==> src/rtl/mem_arbiter.sv <==
// Two-port arbiter in front of a single shared word memory.
// Each grant runs IDLE -> ACCESS -> RESP; ties go round-robin or to m0.
module mem_arbiter #(
   parameter int RR = 1
) (
   input  logic        clk,
   input  logic        resetn,
   input  logic [31:0] m0_addr,
   input  logic        m0_rstrb,
   input  logic [31:0] m0_wdata,
   input  logic [3:0]  m0_wmask,
   output logic [31:0] m0_rdata,
   output logic        m0_ready,
   input  logic [31:0] m1_addr,
   input  logic        m1_rstrb,
   input  logic [31:0] m1_wdata,
   input  logic [3:0]  m1_wmask,
   output logic [31:0] m1_rdata,
   output logic        m1_ready,
   output logic        busy,
   output logic [31:0] mem_addr,
   output logic        mem_rstrb,
   output logic [31:0] mem_wdata,
   output logic [3:0]  mem_wmask,
   input  logic [31:0] mem_rdata
);

   typedef enum logic [1:0] {
      IDLE   = 2'd0,
      ACCESS = 2'd1,
      RESP   = 2'd2
   } state_t;

   state_t      state;
   state_t      state_nxt;
   logic        req0;
   logic        req1;
   logic        win;
   logic        grant;
   logic        last_grant;
   logic [31:0] l_addr;
   logic [31:0] l_wdata;
   logic [3:0]  l_wmask;
   logic        l_rstrb;

   assign req0 = m0_rstrb | (|m0_wmask);
   assign req1 = m1_rstrb | (|m1_wmask);

   // m1 wins when alone, or on a round-robin tie after m0 went last
   assign win = req1 & (~req0 | ((RR != 0) & ~last_grant));

   always_comb begin
      state_nxt = state;
      unique case (state)
         IDLE:    if (req0 | req1) state_nxt = ACCESS;
         ACCESS:  state_nxt = RESP;
         RESP:    state_nxt = IDLE;
         default: state_nxt = IDLE;
      endcase
   end

   always_ff @(posedge clk or negedge resetn) begin
      if (!resetn) begin
         state      <= IDLE;
         grant      <= 1'b0;
         last_grant <= 1'b1;
         l_addr     <= '0;
         l_wdata    <= '0;
         l_wmask    <= '0;
         l_rstrb    <= 1'b0;
      end else begin
         state <= state_nxt;
         if (state == IDLE && (req0 | req1)) begin
            grant      <= win;
            last_grant <= win;
            l_addr     <= win ? m1_addr  : m0_addr;
            l_wdata    <= win ? m1_wdata : m0_wdata;
            l_wmask    <= win ? m1_wmask : m0_wmask;
            l_rstrb    <= win ? m1_rstrb : m0_rstrb;
         end
      end
   end

   // latched fields only change on a grant, so they hold outside ACCESS
   assign mem_addr  = l_addr;
   assign mem_wdata = l_wdata;
   assign mem_wmask = (state == ACCESS) ? l_wmask : 4'b0000;
   assign mem_rstrb = (state == ACCESS) & l_rstrb & (l_wmask == 4'b0000);

   assign busy     = (state != IDLE);
   assign m0_ready = (state == RESP) & ~grant;
   assign m1_ready = (state == RESP) & grant;
   assign m0_rdata = mem_rdata;
   assign m1_rdata = mem_rdata;

endmodule

==> config.mk <==
export PLATFORM = sky130hd
export DESIGN_NAME = mem_arbiter
export DESIGN_NICKNAME = d
export VERILOG_FILES = /design/src/rtl/mem_arbiter.sv
export SDC_FILE = /design/constraint.sdc
export NUM_CORES = 1
export LEC_CHECK = 0
export ABC_CLOCK_PERIOD_IN_PS = 3800
export BUFFER_PORTS_ARGS = -buffer_cell sky130_fd_sc_hd__buf_2
export CORE_AREA = 3 3 120 122
export DETAILED_ROUTE_END_ITERATION = 8
export DIE_AREA = 0 0 123 125
export GPL_TIMING_DRIVEN = 1
export PLACE_DENSITY_LB_ADDON = 0.2
export SYNTH_ARGS = -nofsm -noshare
export SYNTH_HDL_FRONTEND = slang
export SYNTH_SLANG_ARGS = --single-unit
export TNS_END_PERCENT = 20
==> constraint.sdc <==
create_clock -name clk -period 3.8 [get_ports clk]
set_clock_uncertainty 0.15 [all_clocks]
set_input_delay 0.38 -clock clk [delete_from_list [all_inputs] [get_ports clk]]
set_output_delay 0.38 -clock clk [all_outputs]
set_load 0.01 [all_outputs]
## Yosys cells after proc, flatten, opt, wreduce, memory -nomap -nowiden

Index checks and enable logic that the tools add are counted.
Widths: inputs -> output; s select.

| cells by class | value |
|---|---|
| bitwise gates (word level) | 12 |
| muxes and demuxes | 7 |
| reduce and logical (&&, ||, !) cells | 6 |
| equal/unequal tests | 3 |

Operators with widths:

| operator | number |
|---|---|
| $mux 32 | 2 |
| $mux 4 | 2 |
| $reduce_or 4->1 | 2 |
| $and 1x1->1 | 5 |
| $logic_not 4->1 | 1 |
| $or 1x1->1 | 4 |
| $pmux 2 s2 | 1 |
| $not 1->1 | 3 |
| $eq 2x1->1 const B | 1 |
| $eq 2x2->1 const B | 1 |
| $logic_not 2->1 | 1 |
| $mux 2 | 1 |
| $ne 2x2->1 const B | 1 |
| $reduce_bool 2->1 | 1 |
| $logic_and 1x1->1 | 1 |
| $mux 1 | 1 |

| word-level totals | value |
|---|---|
| word-level logic and storage cells | 35 |
| register bits | 73 |
| output and inout port bits | 136 |

## Depth between registers and ports, before layout

| depth | value |
|---|---|
| depth in word-level cells | 6 |
| gate-level depth with buffers | 6 |
| depth with buffers taken out | 5 |

## Least setup slack after synthesis

No wires, ideal clock.

| timing | value |
|---|---|
| path kind | input to register |
| from | in m0_wmask[1] |
| to | reg l_addr[0] (netlist: mem_addr[0]) |
| required time | 3.523 ns |
| data arrival time | 1.430 ns |
| setup time | 0.127 ns |
| slack | 2.092 ns |
| cell stages on the path | 6 |
| path through | nor4_4 > a21boi_2 > buf_6 > clkbuf_1 > o21ai_0 > a2bb2oi_2 |

| on the way | value |
|---|---|
| longest elaborated chain between the ends | 6 |

RTL lines:

| what | line | source |
|---|---|---|
| from (decl) | 11 | `input logic [3:0] m0_wmask,` |
| $reduce_or 4->1 * | 46 | `assign req0 = m0_rstrb \| (\|m0_wmask);` |
| $or 1x1->1 * | 46 |  |
| $not 1->1 | 50 | `assign win = req1 & (~req0 \| ((RR != 0) & ~last_grant));` |
| $or 1x1->1 | 50 |  |
| $and 1x1->1 | 50 |  |
| $mux 32 | 76 | `l_addr <= win ? m1_addr : m0_addr;` |
| to (signal assigned) | 76 |  |
| to (decl) | 41 | `logic [31:0] l_addr;` |

Mark *: on every way between the ends. The rest lies on a longest branch, timed or not.
A chain may end at the register's enable or synchronous reset.

## Worst setup path in the final report

| timing | value |
|---|---|
| from | reg state[1] |
| to | reg l_wdata[5] (netlist: mem_wdata[5]) |

| on the way | value |
|---|---|
| longest elaborated chain between the ends | 2 |

RTL lines:

| what | line | source |
|---|---|---|
| from (decl) | 34 | `state_t state;` |
| from (signal assigned) | 72 | `state <= state_nxt;` |
| $logic_not 2->1 | 73 | `if (state == IDLE && (req0 \| req1)) begin` |
| $logic_and 1x1->1 | 73 |  |
| to (signal assigned) | 77 | `l_wdata <= win ? m1_wdata : m0_wdata;` |
| to (decl) | 42 | `logic [31:0] l_wdata;` |

No other way between the ends.

==> implementation parameters <==
Parameter                              Value

STA
  Peak Freq    404 MHz
  Headroom to the max-slew limit    0.284
  Period minus WS final    approximately 2500 ps
  Post-route setup TNS    0 ps
  Post-route clock period utilization    0.651
  Final setup violation count    0
  Worst Tran Pin Value    1070 ps
  Number of endpoints with negative hold slack in the final report    0
  Setup repair after global routing missed its margin    no
  Number of pins exceeding their max-slew limit in the final report    0

Yosys
  Proportion of synthesized chip area in sequential cells    0.369
  Synth Register Bits    between 70 and 80
  Warnings, synthesis    0
  Syn_nets    599
  Count of distinct cell types in the synthesized netlist    32
  Netlist Area Pre-Place    slightly below 0.005 mm^2
  Per-instance average area after synthesis    about 12 um^2
  Largest area contributor in the synthesized netlist    dfrtp_1
  Synthesized instance count    between 400 and 500
  Dominant cells by area after synthesis    dfrtp_1 (36%), a311oi_2 (12%), a2bb2oi_2 (12%), buf_4 (11%), o21ai_0 (6.9%)
  Share of the synthesized area in the top cell type    0.363

Detailed routing
  Iteration-0 DRC count of the detailed router    297
  M1 WL    6010 um
  Top layer used by detailed routing    met4
  Total length of routed wires    14400 um
  Amount of wire on met3 after detailed routing    between 1000 and 1500 um
  Met2 wire length    around 6800 um
  Number of detailed-route iterations in the first pass    4
  Via Count    4011
  Routed length per placed instance    19.9 um
  DR vias/cell    roughly 5.6
  Final routed DRC violation total    0
  Post-DRT Antenna Nets    0

GRT
  Via count of the first global-routing pass    4312
  Total congestion overflow after global routing    0
  Pin count of the biggest net entering global routing    74
  GRT Resource Usage Total    0.183
  Antenna violations before repair    0
  First-pass GRT wire length    around 23000 um

Critical path
  Nature of the critical path endpoint    flop
  Element type at the critical path start    flop
  Startpoint of the most critical register-to-register path    state[1]$_DFFE_PN0P_
  R2r worst-path depth    5
  Category of cells accounting for the largest share of critical-path delay    buffers and inverters
  Crit path buf inv count    2
  Minimum setup slack among reg-to-reg paths    1330 ps
  Longest individual stage delay on the worst path    approximately 730 ps
  Number of gates on the worst path with buffers counted    5
  FF-to-FF End    mem_wdata[5]$_DFFE_PN0P_
  Crit path required time    3900 ps
  Cell at the slowest stage of the critical path    inv_2
  Arrival time worst endpoint    2570 ps
  Kind of critical path    flop to flop
  Largest fanout on the critical path    46
  Cells along the critical path    nor2_2 > nand2_2 > inv_2 > buf_4 > a2bb2oi_2

Layout
  Net count of the finished layout    711
  Ratio of cells with drive above 1 in the final layout    0.588
  Area growth from synthesis to layout    14.3%
  Final std cells w/o fill    720
  N_diodes    0

CTS
  Clock network latency to the later pin of the worst-skew pair    around 320 ps
  Post-CTS Setup Repair Bufs    0
  Post-CTS resize count    0
  Max Root-Sink Buffers    2
  Num CTS Buffers    9
  # hold bufs at CTS    0
  Root buffer selected by CTS    clkbuf_16
  Deepest level of the CTS H-tree    3
  Clock sink count    73
  Clock-pin slew of the registers on the worst-case setup and hold paths    60 ps
  Clock tree from TritonCTS    built

Power and ir drop
  Total power per unit cell area    890 mW/mm^2
  Internal Pwr Total    3.00 mW
  Net switching fraction of the power    0.406
  Clock share of power    0.152
  Peak ir drop on the vdd network    430 uV
  Net Sw Power    2.05 mW
  Part of the power in registers    0.294
  Reported leakage power    2.39 nW
  Combinational Power Share    0.554

Place
  DPL Wire Length    9290 um
  Count of buffers from port buffering    211
  Total placed cells including tap cells    704
  Global placer's final weighted congestion    0.767

Floorplanning
  Top-Level Pins    308
  Cell row count    42
  Core Region    0.0133 mm^2
  Die X    123 um
  Effective utilization at floorplan    0.373
  Die outline height    125 um
  DIE AREA    0.0154 mm^2

Job
  Max-cap violations    0

Worst hold path
  Hold Path Class    input port to async pin

Status
  Status    complete, no violations
==> worst max path at each step <==
stage,from,end
after detailed placement,m0_wmask[1],mem_wdata[5]$_DFFE_PN0P_
after CTS,state[1]$_DFFE_PN0P_,mem_wdata[5]$_DFFE_PN0P_
after global routing,state[1]$_DFFE_PN0P_,mem_wdata[12]$_DFFE_PN0P_
after floorplan,m0_wmask[1],mem_addr[0]$_DFFE_PN0P_
final,state[1]$_DFFE_PN0P_,mem_wdata[5]$_DFFE_PN0P_
after global placement,m0_wmask[1],mem_wdata[11]$_DFFE_PN0P_
==> logic make-up after synthesis <==
family | after synthesis | synth area share
compound gates | 213 | 0.412
buf+inv | 118 | 0.184
simple gates | 23 | 0.0353
flops | 73 | 0.369
==> metrics by stage <==
stage | worst slack (ps) | hold WS, ps | util | area, um^2 | power [mW]
2_1_floorplan | 2090 | -65.6 | - | 4960 | 3.62
3_3_place_gp | 1210 | 349 | 0.407 | 5410 | 4.26
3_5_place_dp | 1160 | 353 | 0.407 | 5410 | 4.32
4_1_cts | 1280 | 84.1 | 0.427 | 5670 | 5.10
5_1_grt | 1140 | 119 | 0.427 | 5670 | 5.39
6_report | 1330 | 42.3 | 0.427 | 5670 | 5.05
==> cell type report <==
type | instances | area (um^2)
Sequential cell | 73 | 1830
Fill cell | 1289 | 7620
Clock inverter | 6 | 35.0
Clock buffer | 10 | 229
Inverter | 4 | 15.0
Timing Repair Buffer | 215 | 1100
Tap cell | 176 | 220
Multi-Input combinational cell | 236 | 2240
==> per-layer routing <==
layer / track usage / up-vias
met4: 0.0723 / 0
met2: 0.293 / 208
li1: - / 1822
met5: 0 / -
met1: 0.238 / 1945
met3: 0.0407 / 36
==> registers in the layout, summed over array words and instances (netlist names) <==
signal / count
grant: 1
last_grant: 1
state: 2
l_rstrb: 1
mem_wdata: 32
l_wmask: 4
mem_addr: 32
==> power by group through the flow <==
stage / clock [mW] / sequential, mW / combinational, mW
2_1_floorplan: 0 / 1.61 / 2.01
3_3_place_gp: 0 / 1.48 / 2.78
3_5_place_dp: 0 / 1.48 / 2.84
4_1_cts: 0.787 / 1.48 / 2.83
5_1_grt: 0.817 / 1.53 / 3.05
6_report: 0.767 / 1.48 / 2.80
==> layout by cell type (no fill, tap or decap), types with 2 or more instances in the layout <==
| master | instances |
|---|---|
| a311oi_2 | 39 |
| o21ai_0 | 68 |
| a21oi_1 | 5 |
| a2bb2oi_2 | 38 |
| clkbuf_16 | 9 |
| a2bb2oi_1 | 26 |
| buf_2 | 210 |
| buf_4 | 4 |
| clkinvlp_4 | 2 |
| dfrtp_1 | 72 |
| a31oi_1 | 5 |
| clkinv_2 | 4 |
| o21ai_1 | 5 |
| nand2_1 | 6 |
| a311oi_1 | 25 |
| nor4_4 | 2 |
| inv_2 | 2 |
| inv_1 | 2 |
| and2_1 | 4 |
==> cell usage after synthesis <==
library cell	instances
clkbuf_1	14
inv_2	1
nor2_2	1
nand2_2	1
nor4_1	1
nor2b_1	1
and3b_1	1
a21oi_1	5
a2bb2oi_2	38
nand3b_1	1
nand4_2	1
nand2_1	7
buf_6	14
inv_1	3
and2_1	4
a311oi_1	25
a21boi_2	1
nor4_4	2
a2bb2oi_1	26
buf_4	72
a21bo_1	1
o21ai_1	5
dfstp_2	1
a311oi_2	39
dfrtp_1	72
buf_12	5
a31oi_1	5
and2_4	1
and4_4	1
buf_2	9
o21ai_0	68
nor3b_1	1
==> worst register-to-register path, stage by stage (launching register included) <==
cell       delay [ps]
dfrtp_1           410
nor2_2            280
nand2_2           110
inv_2             730
buf_4             540
a2bb2oi_2         170
Power figures use the tool's default switching activity.
